===== src/rtl/jailbreak_bridge_decode.sv =====
// Host-to-slave bridge: decodes a host address window into one-hot slave strobes and returns single-outstanding reads.
// Latency: slave strobes 1 cycle after the host request; read response 1 cycle after slave valid, or TIMEOUT+1 cycles after request.
// Backpressure: none; a host read arriving while one is outstanding (or while a response strobe is being issued) is dropped and counted.
module jailbreak_bridge_decode #(
    parameter int         NUM_SLAVES = 4,
    parameter logic [3:0] REGION     = 4'hF,
    parameter int         TIMEOUT    = 16
) (
    input  logic                       clk,
    input  logic                       reset,
    input  logic [31:0]                host_addr,
    input  logic                       host_wr,
    input  logic                       host_rd,
    input  logic [31:0]                host_wr_data,
    output logic [31:0]                host_rd_data,
    output logic                       host_rd_data_valid,
    output logic [31:0]                slv_addr,
    output logic [31:0]                slv_wr_data,
    output logic [NUM_SLAVES-1:0]      slv_wr,
    output logic [NUM_SLAVES-1:0]      slv_rd,
    input  logic [NUM_SLAVES*32-1:0]   slv_rd_data,
    input  logic [NUM_SLAVES-1:0]      slv_rd_data_valid,
    output logic [7:0]                 err_count
);

    localparam int              IDX_W        = (NUM_SLAVES > 1) ? $clog2(NUM_SLAVES) : 1;
    localparam int              TMR_W        = $clog2(TIMEOUT + 1);
    localparam logic [TMR_W-1:0] TMR_LAST    = TMR_W'(TIMEOUT - 1);
    localparam logic [8:0]      NUM_SLAVES_W = 9'(NUM_SLAVES);
    localparam logic [31:0]     RD_TIMEOUT   = 32'hDEADDEAD;
    localparam logic [31:0]     RD_UNMAPPED  = 32'hFFFFFFFF;

    typedef enum logic {
        ST_IDLE = 1'b0,
        ST_WAIT = 1'b1
    } state_t;

    // Registered state and outputs
    state_t                  r_state;
    logic [IDX_W-1:0]        r_idx;
    logic [TMR_W-1:0]        r_timer;
    logic [31:0]             r_host_rd_data;
    logic                    r_host_rd_data_valid;
    logic [31:0]             r_slv_addr;
    logic [31:0]             r_slv_wr_data;
    logic [NUM_SLAVES-1:0]   r_slv_wr;
    logic [NUM_SLAVES-1:0]   r_slv_rd;
    logic [7:0]              r_err_count;

    // Decode and control wires
    logic                    w_region_hit;
    logic [7:0]              w_idx;
    logic                    w_mapped;
    logic [NUM_SLAVES-1:0]   w_onehot;
    logic                    w_wr_accept;
    logic                    w_rd_accept;
    logic                    w_rd_unmapped;
    logic                    w_rd_drop;
    logic                    w_sel_vld;
    logic [31:0]             w_sel_dat;
    logic                    w_timeout;
    logic [1:0]              w_err_inc;
    logic [8:0]              w_err_sum;
    logic [7:0]              w_err_next;

    assign w_region_hit = (host_addr[31:28] == REGION);
    assign w_idx        = host_addr[15:8];
    assign w_mapped     = w_region_hit && ({1'b0, w_idx} < NUM_SLAVES_W);

    // One-hot slave select from the decoded index
    always_comb begin
        w_onehot = '0;
        for (int i = 0; i < NUM_SLAVES; i++) begin
            w_onehot[i] = w_mapped && (w_idx == 8'(i));
        end
    end

    assign w_wr_accept   = host_wr && w_mapped;
    assign w_rd_accept   = host_rd && w_mapped && (r_state == ST_IDLE);
    // An unmapped read answered locally must not collide with a response strobe
    // already on the bus, otherwise the valid would be high two cycles running.
    assign w_rd_unmapped = host_rd && !w_mapped && (r_state == ST_IDLE) && !r_host_rd_data_valid;
    assign w_rd_drop     = host_rd && ((r_state == ST_WAIT) || (!w_mapped && r_host_rd_data_valid));

    // Pick the response of the slave the outstanding read was sent to
    always_comb begin
        w_sel_vld = 1'b0;
        w_sel_dat = 32'd0;
        for (int i = 0; i < NUM_SLAVES; i++) begin
            if (r_idx == IDX_W'(i)) begin
                w_sel_vld = slv_rd_data_valid[i];
                w_sel_dat = slv_rd_data[32*i +: 32];
            end
        end
    end

    // A slave answering in the last WAIT cycle beats the timeout
    assign w_timeout  = (r_state == ST_WAIT) && !w_sel_vld && (r_timer == TMR_LAST);

    // A dropped read and a timeout can land in the same cycle: count both, saturating
    assign w_err_inc  = {1'b0, w_rd_drop} + {1'b0, w_timeout};
    assign w_err_sum  = {1'b0, r_err_count} + {7'd0, w_err_inc};
    assign w_err_next = w_err_sum[8] ? 8'hFF : w_err_sum[7:0];

    // Write strobes and the shared address/data registers, accepted in any read state
    always_ff @(posedge clk or posedge reset) begin
        if (reset) begin
            r_slv_wr      <= '0;
            r_slv_addr    <= 32'd0;
            r_slv_wr_data <= 32'd0;
        end else begin
            r_slv_wr <= w_wr_accept ? w_onehot : '0;
            if (w_wr_accept || w_rd_accept) begin
                r_slv_addr    <= host_addr;
                r_slv_wr_data <= host_wr_data;
            end
        end
    end

    // Read FSM: one outstanding read, response/timeout handling and error counting
    always_ff @(posedge clk or posedge reset) begin
        if (reset) begin
            r_state              <= ST_IDLE;
            r_idx                <= '0;
            r_timer              <= '0;
            r_host_rd_data       <= 32'd0;
            r_host_rd_data_valid <= 1'b0;
            r_slv_rd             <= '0;
            r_err_count          <= 8'd0;
        end else begin
            r_slv_rd             <= w_rd_accept ? w_onehot : '0;
            r_host_rd_data_valid <= 1'b0;
            r_err_count          <= w_err_next;
            case (r_state)
                ST_IDLE: begin
                    if (w_rd_accept) begin
                        r_state <= ST_WAIT;
                        r_idx   <= w_idx[IDX_W-1:0];
                        r_timer <= '0;
                    end else if (w_rd_unmapped) begin
                        r_host_rd_data       <= RD_UNMAPPED;
                        r_host_rd_data_valid <= 1'b1;
                    end
                end
                ST_WAIT: begin
                    if (w_sel_vld) begin
                        r_host_rd_data       <= w_sel_dat;
                        r_host_rd_data_valid <= 1'b1;
                        r_state              <= ST_IDLE;
                    end else if (w_timeout) begin
                        r_host_rd_data       <= RD_TIMEOUT;
                        r_host_rd_data_valid <= 1'b1;
                        r_state              <= ST_IDLE;
                    end else begin
                        r_timer <= r_timer + TMR_W'(1);
                    end
                end
                default: r_state <= ST_IDLE;
            endcase
        end
    end

    assign host_rd_data       = r_host_rd_data;
    assign host_rd_data_valid = r_host_rd_data_valid;
    assign slv_addr           = r_slv_addr;
    assign slv_wr_data        = r_slv_wr_data;
    assign slv_wr             = r_slv_wr;
    assign slv_rd             = r_slv_rd;
    assign err_count          = r_err_count;

endmodule


===== config.mk =====
export PLATFORM = sky130hd
export DESIGN_NAME = jailbreak_bridge_decode
export DESIGN_NICKNAME = d
export VERILOG_FILES = /design/src/rtl/jailbreak_bridge_decode.sv
export SDC_FILE = /design/constraint.sdc
export NUM_CORES = 1
export LEC_CHECK = 0
export ABC_AREA = 1
export CORE_ASPECT_RATIO = 2
export CORE_MARGIN = 5
export CORE_UTILIZATION = 43
export DETAILED_ROUTE_END_ITERATION = 8
export GPL_TIMING_DRIVEN = 1
export PLACE_DENSITY_LB_ADDON = 0.08
export SETUP_SLACK_MARGIN = 0.5
export SYNTH_ARGS = -nofsm -noshare
export SYNTH_HDL_FRONTEND = slang
export SYNTH_SLANG_ARGS = --single-unit

===== constraint.sdc =====
create_clock -name clk -period 11.1 [get_ports clk]
set_input_delay 2.775 -clock clk [delete_from_list [all_inputs] [get_ports clk]]
set_output_delay 2.775 -clock clk [all_outputs]
set_load 0.005 [all_outputs]

After elaboration in Yosys (flattened, before gate mapping). Cells that the tools add are included.

Logic and storage cells: 83. Memories kept: 0. Bits in latches: 0. Register bits after elaboration: 121. Input bits: 200. ROM bits: 0. Bits in writable memories: 0. Output and inout bits: 113.

Multiply operators: 0. Mux-type cells: 29. $lt $le $gt $ge: 1. Shifts and indexed selects: 0. Bitwise logic cells: 1. Div/mod/pow operators: 0. Equality and inequality tests: 14. Add/sub/neg operators: 3. Reductions and logical operators: 25.

Operators by type and width (number): $mux 32 (8); $pmux 32 s2 (1); $eq 8x2->1 const B (2); $logic_and 1x1->1 (15); $mux 5 (3); $mux 1 (11); $ne 2x2->1 const B (5); $pmux 5 s2 (1); $add 8x2->9 (1); $eq 8x1->1 const B (1); $logic_not 8->1 (1); $lt 8x3->1 const B (1); $mux 4 (2); $mux 8 (1); $reduce_and 3->1 (2); $add 5x1->5 const B (1); $eq 5x4->1 const B (1); $eq 2x2->1 const B (2); $eq 4x4->1 const B (1); $pmux 1 s2 (2); $logic_not 1->1 (3); $ne 3x1->1 const B (1); $add 1x1->2 (1); $eq 2x1->1 const B (1); other kinds (4) (5).

Logic depth before layout (Yosys ltp). Gate-level depths: netlist (run 1).

Word-level depth: 11. Depth in mapped cells: 15. Mapped depth without buffers: 15.

Least setup slack after synthesis (run 1). Ideal clock, no wire load.

Path kind: input -> register. From: input host_addr[12]. To: register r_err_count[5] (netlist: err_count[5]). Arrival time: 4.538 ns. Path buffers: 0. Slack: 6.479 ns. Stages on the path: 14. Required time: 11.017 ns. Setup time: 0.083 ns. Cell sequence: nor2_1 > nand3_1 > nor2_2 > inv_1 > nand2_1 > nand2_1 > nand2_1 > fa_1 > inv_1 > ha_1 > nand2_1 > nor4_1 > nand2_1 > o21ai_0.

Cells in the longest elaborated chain, start to end: 9.

RTL lines: start: declaration (line 11) `input logic [31:0] host_addr,`; $lt 8x3->1 (line 68) `assign w_mapped = w_region_hit && ({1'b0, w_idx} < NUM_SLAVES_W);`; $logic_and 1x1->1 (line 68); $logic_not 1->1 (line 83) `assign w_rd_drop = host_rd && ((r_state == ST_WAIT) || (!w_mapped && r_host_rd_data_valid));`; $logic_and 1x1->1 (line 83); $logic_or 1x1->1 (line 83); $logic_and 1x1->1 (line 83); $add 1x1->2 (line 101) `assign w_err_inc = {1'b0, w_rd_drop} + {1'b0, w_timeout};`; $add 8x2->9 (line 102) `assign w_err_sum = {1'b0, r_err_count} + {7'd0, w_err_inc};`; $mux 8 (line 103) `assign w_err_next = w_err_sum[8] ? 8'hFF : w_err_sum[7:0];`; via w_err_next[5] (line 64) `logic [7:0] w_err_next;`; end signal: assignment (line 133) `r_err_count <= w_err_next;`; end: declaration (line 48) `logic [7:0] r_err_count;`.

The timed path passes the listed nets, and every way through them passes these cells. A chain may end at the register's enable or synchronous reset.

Worst setup path after layout (run 1).
From: input host_addr[10]. To: register r_err_count[6] (netlist: err_count[6]).

Same word-level chain as after synthesis.

==> results of run 1 <==
-- final timing paths --
kind	slack, ns	start	endpoint
max in group asynchronous	7.00	reset	slv_addr[15]
worst min register to register	0.46	slv_addr[28]	slv_addr[28]
worst max register to register	7.68	r_idx[0]	host_rd_data[13]
worst max-delay path	5.97	host_addr[10]	err_count[6]
min in group asynchronous	2.87	reset	slv_addr[14]
worst min-delay path	0.46	slv_addr[28]	slv_addr[28]
-- cell type report --
cell class | count | area [um2]
clock buffers | 17 | 425
multi-input cells | 519 | 2360
clock inverters | 14 | 176
flip-flops and latches | 121 | 3030
repair buffers | 316 | 3150
fillers | 1150 | 4020
well taps | 189 | 236
inverters | 112 | 423
-- layer usage --
| metal | track usage [%] | routed length (um) | up-vias |
|---|---|---|---|
| met4 | 8.20 | 554 | 2 |
| li1 | - | - | 3083 |
| met3 | 9.19 | 1960 | 34 |
| met1 | 24.5 | 7010 | 2683 |
| met5 | 0 | 13 | - |
| met2 | 42.3 | 9830 | 267 |
-- worst max-delay path, delay by kind of cell --
kind	cells	cell delay [ns]
AO/OA/AOI/OAI	1	0.17
AND/OR/NAND/NOR	9	1.19
adder cells (fa/ha/maj)	2	0.58
buffers and inverters	3	0.74
-- state kept, by name (all words and copies together), names as in the netlist --
register            count
err_count               8
host_rd_data           32
host_rd_data_valid      1
r_idx                   2
r_state                 1
r_timer                 5
slv_addr               32
slv_rd                  4
slv_wr                  4
slv_wr_data            32
-- power groups by stage --
stage | Sequential (W) | Combinational [W] | Clock, W
after floorplan | 0.000497 | 0.0000636 | 0
after global placement | 0.000501 | 0.000212 | 0
after detailed placement | 0.000500 | 0.000215 | 0
after CTS | 0.000494 | 0.000216 | 0.000564
after global routing | 0.000497 | 0.000234 | 0.000585
final | 0.000494 | 0.000212 | 0.000553
-- stage by stage --
stage / setup WS [ns] / cell area (um2)
after floorplan: 5.11 / 6010
after detailed placement: 5.52 / 9200
after CTS: 5.97 / 9800
final: 5.97 / 9800
after global routing: 5.74 / 9800
after global placement: 5.63 / 9200
-- cell families (layout without fill, tap and decap cells) --
family          after synthesis  in the layout  synth area share (%)
compound gates               88             88                  7.60
xor+xnor                      1              1                 0.146
fa+ha+maj                     4              4                 0.958
buf+inv                     154            459                  10.4
flops                       121            121                  50.4
simple gates                426            426                  30.5
-- cell usage in the layout, fill, tap and decap left out, types with 4 or more instances in the layout --
cell type and n:
sky130_fd_sc_hd__clkdlybuf4s50_1 312, sky130_fd_sc_hd__nand2_1 289, sky130_fd_sc_hd__dfrtp_1 121, sky130_fd_sc_hd__inv_1 107, sky130_fd_sc_hd__o21ai_0 63, sky130_fd_sc_hd__nand3_1 60, sky130_fd_sc_hd__nand4_1 35, sky130_fd_sc_hd__a21oi_1 22
sky130_fd_sc_hd__clkbuf_16 17, sky130_fd_sc_hd__nor2_1 15, sky130_fd_sc_hd__or2_2 11, sky130_fd_sc_hd__clkinv_4 6, sky130_fd_sc_hd__inv_2 4, sky130_fd_sc_hd__nor4_1 4, sky130_fd_sc_hd__nor3_1 4, sky130_fd_sc_hd__buf_4 4
==> summary.txt, run 1 <==
Yosys
  • Dominant synthesized flop cell: sky130_fd_sc_hd__dfrtp_1
  • Post-synth ARST share: 100%
  • Part of the Yosys area used for sequential elements: 50.4%
  • Post-synthesis instance area: 0.00601 mm2
  • Area share of the leading cell type in the synthesized netlist: 50.4%
  • Yosys Warn Count: 0
  • Synthesized netlist cell count: 794
  • Register bit count reported by yosys: 121
  • EDFF count, synth: 0
  • Net count of the mapped netlist: 998
  • Synth unique cells: 27
  • Post-synth top cells: sky130_fd_sc_hd__nand2_1, sky130_fd_sc_hd__dfrtp_1, sky130_fd_sc_hd__inv_1
  • Syn avg cell area: 7.57 um2
  • Dominant cell by count in the synthesized netlist: sky130_fd_sc_hd__nand2_1
  • Largest cells by area after synthesis: sky130_fd_sc_hd__dfrtp_1, sky130_fd_sc_hd__nand2_1, sky130_fd_sc_hd__inv_1, sky130_fd_sc_hd__o21ai_0, sky130_fd_sc_hd__nand3_1
  • Area leader, netlist: sky130_fd_sc_hd__dfrtp_1

STA
  • RSZ-0062 raised after global routing: false
  • Final worst-path cycle share: 46.2%
  • Achievable frequency: 195 MHz
  • Fin Setup TNS: 0 ns
  • Max-slew violation count: 0
  • Final count of negative-setup-slack endpoints: 0
  • Number of hold violations in the final report: 0
  • Min Clock Period, post-route: 5.13 ns
  • Tightest slew margin relative to the limit: 26.0%
  • Final hold slack: 0.463 ns
  • Actual transition at the worst max-transition pin: 1.11 ns
  • Clock tree skew after final layout: 0.00742 ns

Floorplanning
  • Die Height: 177 um
  • Die area: 0.0166 mm2
  • Number of core rows: 61
  • Initial Utilization: 43.5%
  • Standard cell core area: 0.0138 mm2
  • Width of the chip: 93.6 um
  • I/O pin cnt: 313

Global route
  • Total global routing overflow: 0
  • Aggregate global-route resource usage: 23.5%
  • Global-route wire length before repair: 30.4 mm
  • Largest net degree at the start of global routing: 119
  • Initial antenna violation count: 1
  • Vias in the first global route: 6,116

Clock network
  • CTS tree: yes
  • CTS sink count: 121
  • Max H-tree Level: 4
  • Clk_lat worst skew: 0.41 ns
  • CTS Root Cell: sky130_fd_sc_hd__clkbuf_16
  • Cts bufs inserted: 17
  • Clock-pin slew on the worst setup and hold paths: 0.06 ns
  • CTS max path bufs: 2
  • Post-CTS Hold Buffers: 0
  • Number of post-CTS setup repair buffers: 0
  • CTS resizes: 0

Power and ir drop
  • Pwr Total: 0.00126 W
  • Switching Share: 24.0%
  • Sequential cell fraction of total power: 39.2%
  • Leakage Power: 4.66 nW
  • Clk pwr share: 43.9%
  • Net Switching: 0.000302 W
  • Power Dens Cells: 128 mW/mm2
  • Power share of the combinational group: 16.8%
  • Internal power: 0.000956 W
  • Peak VDD IR: 0.106 mV

Critical path
  • Required time at the endpoint of the critical path: 11.41 ns
  • Highest net fanout along the worst path: 7
  • Crit-path slowest cell: sky130_fd_sc_hd__clkdlybuf4s50_1
  • Crit. End Element: flip-flop
  • Crit path cell chain: clkdlybuf4s50_1 > nor2_1 > nand3_1 > nor2_2 > inv_1 > nand2_1 > nand2_1 > nand2_1 > fa_1 > inv_1 > ha_1 > nand2_1 > nor4_1 > nand2_1 > o21ai_0
  • Cell count of the worst reg-to-reg path: 7
  • CP Class: in -> reg
  • Most frequent cell on the critical path: sky130_fd_sc_hd__nand2_1
  • Arrival time worst endpoint: 5.44 ns
  • Delay contributed by the slowest stage of the critical path: 0.53 ns
  • CP startpoint kind: primary input

Place
  • Final estimated routing congestion in global placement: 0.868
  • HPWL after detailed placement: 15.3 mm
  • Placed cell count: 1,257
  • # port buffers: 312

Layout
  • Proportion of layout cells with a drive suffix above 1: 5.46%
  • Non-filler cells, final: 1,288
  • Utilization after layout: 70.9%
  • NumNets Final: 1,291
  • Layout Area Growth over Synthesis: 63.0%
  • Final antenna diode count: 0

Route
  • DRC marker count from the first detailed-route iteration: 182
  • Vias after detailed routing: 6,069
  • Total wire length after detailed routing: 19.4 mm
  • TritonRoute pass-1 iters: 4
  • Routed Antenna Nets: 0
  • Average wire length per cell after detail routing: 15.0 um
  • Ratio of routed vias to standard cells: 4.71
  • DRC errors left: 0

Flow run
  • Reported max-cap violation count: 0

Hold path
  • Class of the worst hold path: reg -> reg
  • Hold Path Cell Cnt: 2

Status
  • Run status: finished, final reports clean
(Power assumes the default switching activity.)
==> run 2: changes to the inputs <==
CORE_UTILIZATION = 40   (was 43)
clock period = 5.2 ns   (was 11.1 ns; I/O delays follow)
==> run 2 against run 1 <==
  * Cell area shrank 0.18%
  * Clock power grew 100%
  * Combinational power grew 110%
  * Count of clock-buffer cells in the layout grew 5
  * Clock skew shrank 0.0014 ns
  * Sequential power grew 110%
  * Critical path depth is the same
  * Cell count grew 0.70%
  * Largest cell class unchanged
==> summary.txt, run 2 (synthesis gave the netlist of run 1 again) <==
Floorplanning
  • Die Height: 183 um
  • I/O pin cnt: 313
  • Initial Utilization: 40.6%
  • Die area: 0.0177 mm2
  • Width of the chip: 96.7 um
  • Number of core rows: 63
  • Standard cell core area: 0.0148 mm2

Route
  • Total wire length after detailed routing: 19.9 mm
  • Average wire length per cell after detail routing: 15.4 um
  • TritonRoute pass-1 iters: 4
  • Vias after detailed routing: 6,076
  • Ratio of routed vias to standard cells: 4.68
  • DRC marker count from the first detailed-route iteration: 197
  • DRC errors left: 0
  • Routed Antenna Nets: 0

Clock network
  • CTS max path bufs: 2
  • Cts bufs inserted: 17
  • CTS sink count: 121
  • Number of post-CTS setup repair buffers: 0
  • CTS resizes: 0
  • CTS Root Cell: sky130_fd_sc_hd__clkbuf_16
  • Post-CTS Hold Buffers: 0
  • Clock-pin slew on the worst setup and hold paths: 0.05 ns
  • CTS tree: yes
  • Max H-tree Level: 4
  • Clk_lat worst skew: 0.41 ns

STA
  • Max-slew violation count: 0
  • Min Clock Period, post-route: 3.57 ns
  • Clock tree skew after final layout: 0.00605 ns
  • Achievable frequency: 280 MHz
  • Final worst-path cycle share: 68.6%
  • Final count of negative-setup-slack endpoints: 0
  • RSZ-0062 raised after global routing: false
  • Actual transition at the worst max-transition pin: 1.22 ns
  • Fin Setup TNS: 0 ns
  • Number of hold violations in the final report: 0
  • Tightest slew margin relative to the limit: 18.7%

Global route
  • Total global routing overflow: 0
  • Aggregate global-route resource usage: 22.6%
  • Initial antenna violation count: 0
  • Global-route wire length before repair: 31.8 mm
  • Vias in the first global route: 6,096
  • Largest net degree at the start of global routing: 67

Place
  • # port buffers: 312
  • Placed cell count: 1,266
  • HPWL after detailed placement: 15.5 mm
  • Final estimated routing congestion in global placement: 0.831

Power and ir drop
  • Power Dens Cells: 268 mW/mm2
  • Peak VDD IR: 0.160 mV
  • Leakage Power: 4.66 nW

Critical path
  • Required time at the endpoint of the critical path: 5.52 ns
  • Cell count of the worst reg-to-reg path: 12
  • Arrival time worst endpoint: 3.89 ns
  • Worst flop-to-flop path startpoint: r_idx[0]
  • Crit. End Element: flip-flop
  • Worst flop-to-flop path endpoint: err_count[6]
  • Register-to-Register Setup Slack: 2.01 ns
  • CP Class: in -> reg
  • Highest net fanout along the worst path: 7
  • CP startpoint kind: primary input

Layout
  • Multi-input gate area: 0.00236 mm2
  • Final antenna diode count: 0
  • Layout filler cell count: 1,328
  • NumNets Final: 1,294
  • Top library cells by usage in the layout, fill and taps aside: sky130_fd_sc_hd__clkdlybuf4s50_1, sky130_fd_sc_hd__nand2_1, sky130_fd_sc_hd__dfrtp_1
  • Layout Area Growth over Synthesis: 62.7%
  • Proportion of layout cells with a drive suffix above 1: 5.35%
  • Area occupied by registers: 0.00303 mm2
  • Leading cell type in the layout, fill and taps excluded: sky130_fd_sc_hd__clkdlybuf4s50_1
  • Non-filler cells, final: 1,297

Status
  • Run status: finished, final reports clean

Hold path
  • Critical hold path startpoint: slv_addr[29]
  • Hold Path Cell Cnt: 2
  • Class of the worst hold path: reg -> reg
  • Endpoint, Worst Hold: slv_addr[29]

Flow run
  • Reported max-cap violation count: 0
## run 2: area by class of cell
type	instances	share of cell area [%]
Multi-Input combinational cell	519	24.1
Timing Repair Buffer	319	32.5
Sequential cell	121	31.0
Clock inverter	9	1.02
Tap cell	195	2.49
Inverter	112	4.32
Clock buffer	22	4.64
## run 2: where the power goes
part	switching (W)	leakage, nW	internal, W	total, W
registers	0.0000512	1.56	0.00100	0.00105
clock network	0.000400	0.270	0.000710	0.00111
logic	0.000168	2.83	0.000285	0.000453
total	0.000619	4.66	0.00200	0.00262
## run 2: worst max-delay path, cell delays in order
cell and delay, ns:
sky130_fd_sc_hd__clkdlybuf4s50_1 0.48, sky130_fd_sc_hd__nor2_1 0.06, sky130_fd_sc_hd__nand3_1 0.13, sky130_fd_sc_hd__nor2_2 0.10, sky130_fd_sc_hd__inv_1 0.12, sky130_fd_sc_hd__nand2_1 0.07, sky130_fd_sc_hd__nand2_1 0.06, sky130_fd_sc_hd__nand2_1 0.07
sky130_fd_sc_hd__fa_1 0.39, sky130_fd_sc_hd__inv_1 0.10, sky130_fd_sc_hd__ha_1 0.17, sky130_fd_sc_hd__nand2_1 0.08, sky130_fd_sc_hd__nor4_1 0.37, sky130_fd_sc_hd__nand2_1 0.25, sky130_fd_sc_hd__o21ai_0 0.15
## run 2: how the worst max path moves through the flow
stage                              from      endpoint  slack [ns]  depth (start not counted)
final                     host_addr[10]  err_count[6]        1.63                         15
after floorplan                   reset  err_count[0]        0.69                          1
after detailed placement  host_addr[10]  err_count[6]        1.22                         15
after CTS                 host_addr[10]  err_count[5]        1.62                         15
after global placement    host_addr[10]  err_count[6]        1.30                         15
after global routing      host_addr[10]  err_count[6]        1.29                         15
## run 2: metrics by stage
step | setup WS (ns) | hold WS (ns) | area [um2] | total power (W) | util, %
2_1_floorplan | 0.686 | 0.457 | 6010 | 0.00120 | -
3_3_place_gp | 1.30 | 0.445 | 9230 | 0.00152 | 62.3
3_5_place_dp | 1.22 | 0.449 | 9230 | 0.00153 | 62.3
4_1_cts | 1.62 | 0.462 | 9780 | 0.00265 | 66.0
5_1_grt | 1.29 | 0.483 | 9780 | 0.00273 | 66.0
6_report | 1.63 | 0.458 | 9780 | 0.00262 | 66.0
## run 2: metal layers
layer / GRT usage, % / vias to the layer above / wire length [um] / part of all wire, %
li1: - / 3077 / - / -
met1: 23.5 / 2706 / 7300 / 37
met2: 41.6 / 268 / 10400 / 52
met3: 7.46 / 25 / 1670 / 8.4
met4: 8.61 / 0 / 584 / 2.9
met5: 0 / - / 0 / 0
==> run 3: changes to the inputs <==
CORE_UTILIZATION = 36   (was 40)
clock period = 3.2 ns   (was 5.2 ns; I/O delays follow)
==> run 3 against run 2 <==
  * Power is 71% higher
  * Routed wire length rose by 1.5%
  * Utilization down 5.3 points
  * Hold slack better by 0.0045 ns
  * Clock skew rose by 0.0038 ns
  * First-iteration DRC count decreased by 8.6%
  * Combinational power up 68%
  * Critical path depth up 2
  * Non-clock buffer count is 14 higher
  * Count of clock-buffer cells in the layout decreased by 4
==> summary.txt, run 3 (synthesis gave the netlist of run 1 again) <==
Status
  • Run status: finished, final reports clean

STA
  • Number of hold violations in the final report: 0
  • Final count of negative-setup-slack endpoints: 0
  • Final worst-path cycle share: 81.0%
  • Achievable frequency: 386 MHz
  • Tightest slew margin relative to the limit: 50.4%
  • Smallest setup slack after layout: 0.608 ns
  • Actual transition at the worst max-transition pin: 0.743 ns
  • Clock tree skew after final layout: 0.00980 ns
  • Min Clock Period, post-route: 2.59 ns
  • Fin Setup TNS: 0 ns
  • Max-slew violation count: 0
  • RSZ-0062 raised after global routing: false

Critical path
  • CP Class: in -> reg
  • Worst flop-to-flop path startpoint: r_idx[0]
  • CP startpoint kind: primary input
  • Crit path cell chain: clkdlybuf4s50_1 > nor2_1 > nand3_1 > nor2_2 > inv_1 > nand2_1 > nand2_1 > nand2_1 > fa_2 > inv_2 > ha_4 > nand2_2 > buf_6 > nor2_4 > inv_1 > or2_2 > nand3_1
  • Count of buffering cells on the critical path with inverters included: 5
  • Cell count of the worst reg-to-reg path: 14
  • Most frequent cell on the critical path: sky130_fd_sc_hd__nand2_1
  • Worst flop-to-flop path endpoint: err_count[4]
  • Crit. End Element: flip-flop
  • Required time at the endpoint of the critical path: 3.54 ns
  • Crit-path slowest cell: sky130_fd_sc_hd__clkdlybuf4s50_1
  • Register-to-Register Setup Slack: 0.75 ns
  • Arrival time worst endpoint: 2.93 ns
  • Delay contributed by the slowest stage of the critical path: 0.46 ns
  • Highest net fanout along the worst path: 3
  • Critical path's top delay family: simple AND/OR/NAND/NOR gates
  • Setup crit start: host_addr[15]
  • End point of the critical path: err_count[4]
  • Number of stages on the worst setup path: 17

Floorplanning
  • Width of the chip: 101 um
  • Standard cell core area: 0.0166 mm2
  • Die Height: 193 um
  • I/O pin cnt: 313
  • Die area: 0.0195 mm2
  • Number of core rows: 67
  • Initial Utilization: 36.2%

Layout
  • NumNets Final: 1,308
  • Leading cell type in the layout, fill and taps excluded: sky130_fd_sc_hd__clkdlybuf4s50_1
  • Layout Area Growth over Synthesis: 67.7%
  • Final standard cell area without fillers: 0.0101 mm2
  • Final antenna diode count: 0
  • Utilization after layout: 60.7%
  • Top library cells by usage in the layout, fill and taps aside: sky130_fd_sc_hd__clkdlybuf4s50_1, sky130_fd_sc_hd__nand2_1, sky130_fd_sc_hd__dfrtp_1
  • Proportion of layout cells with a drive suffix above 1: 8.06%

Power and ir drop
  • Peak VDD IR: 0.374 mV
  • Pwr Total: 0.00447 W
  • Leakage Power: 4.79 nW
  • Power Dens Cells: 444 mW/mm2

Route
  • DRC errors left: 0
  • TritonRoute pass-1 iters: 4
  • Average wire length per cell after detail routing: 15.3 um
  • Total wire length after detailed routing: 20.2 mm
  • Vias after detailed routing: 6,187
  • Ratio of routed vias to standard cells: 4.67
  • DRC marker count from the first detailed-route iteration: 180
  • Routed Antenna Nets: 0

Hold path
  • Class of the worst hold path: reg -> reg

Global route
  • Aggregate global-route resource usage: 20.9%
  • Total global routing overflow: 0
  • Largest net degree at the start of global routing: 84
  • Global-route wire length before repair: 32.0 mm
  • Vias in the first global route: 6,246
  • Initial antenna violation count: 0

Clock network
  • CTS Root Cell: sky130_fd_sc_hd__clkbuf_16
  • Max H-tree Level: 4
  • CTS sink count: 121
  • CTS max path bufs: 2
  • Cts bufs inserted: 17
  • Clk_lat worst skew: 0.41 ns
  • Clock-pin slew on the worst setup and hold paths: 0.06 ns
  • CTS tree: yes
  • Number of post-CTS setup repair buffers: 0

Place
  • Setup slack at placement: -0.0792 ns
  • Final estimated routing congestion in global placement: 0.813
  • # port buffers: 312
  • Instance area at placement: 0.00939 mm2
  • HPWL after detailed placement: 14.9 mm

Flow run
  • Reported max-cap violation count: 0
==> run 3: power by group <==
group          switching, W  internal [W]  leakage (nW)  total, W
logic              0.000282      0.000477          2.94  0.000760
clock network      0.000755       0.00125         0.294   0.00200
registers         0.0000833       0.00163          1.56   0.00171
total               0.00112       0.00335          4.79   0.00447
==> run 3: final cells by class <==
| class | instances | area, um2 |
|---|---|---|
| repair buffers | 333 | 3330 |
| well taps | 207 | 259 |
| clock buffers | 18 | 429 |
| flip-flops and latches | 121 | 3030 |
| clock inverters | 14 | 186 |
| fillers | 1564 | 6520 |
| inverters | 112 | 424 |
| multi-input cells | 519 | 2420 |
==> run 3: metal layers <==
layer / track usage [%] / up-vias / wire [um]
li1: - / 3122 / -
met1: 26.9 / 2821 / 8490
met2: 33.5 / 224 / 9650
met3: 6.91 / 20 / 1750
met4: 5.68 / 0 / 333
met5: 0 / - / 0
==> run 3: repair_timing <==
action | 4_1_cts | 5_1_grt
hold endpoints to repair | 0 | 0
hold buffers | 0 | 0
gates resized for setup | 5 | 14
pin swaps | 2 | 5
setup endpoints to repair | 8 | 8
==> run 3: per-stage QoR <==
stage | instances | hold slack [ns]
after floorplan | 794 | 0.457
after global placement | 1292 | 0.448
after detailed placement | 1292 | 0.453
after CTS | 1324 | 0.468
after global routing | 1324 | 0.485
final | 1324 | 0.462
==> run 3: worst min path at each step <==
stage | start | endpoint | slack [ns] | cells past startpoint
after global placement | slv_addr[30] | slv_addr[30] | 0.45 | 2
after CTS | slv_addr[29] | slv_addr[29] | 0.47 | 2
after global routing | slv_addr[15] | slv_addr[15] | 0.49 | 2
after detailed placement | slv_addr[29] | slv_addr[29] | 0.45 | 2
final | slv_addr[29] | slv_addr[29] | 0.46 | 2
after floorplan | slv_addr[28] | slv_addr[28] | 0.46 | 2
==> run 3: worst reg2reg max path, delay by kind of cell, from the launching register on <==
family	cells	cell delay [ns]
AND/OR/NAND/NOR	8	0.95
flip-flops	1	0.57
adder cells (fa/ha/maj)	2	0.52
buffers and inverters	4	0.37
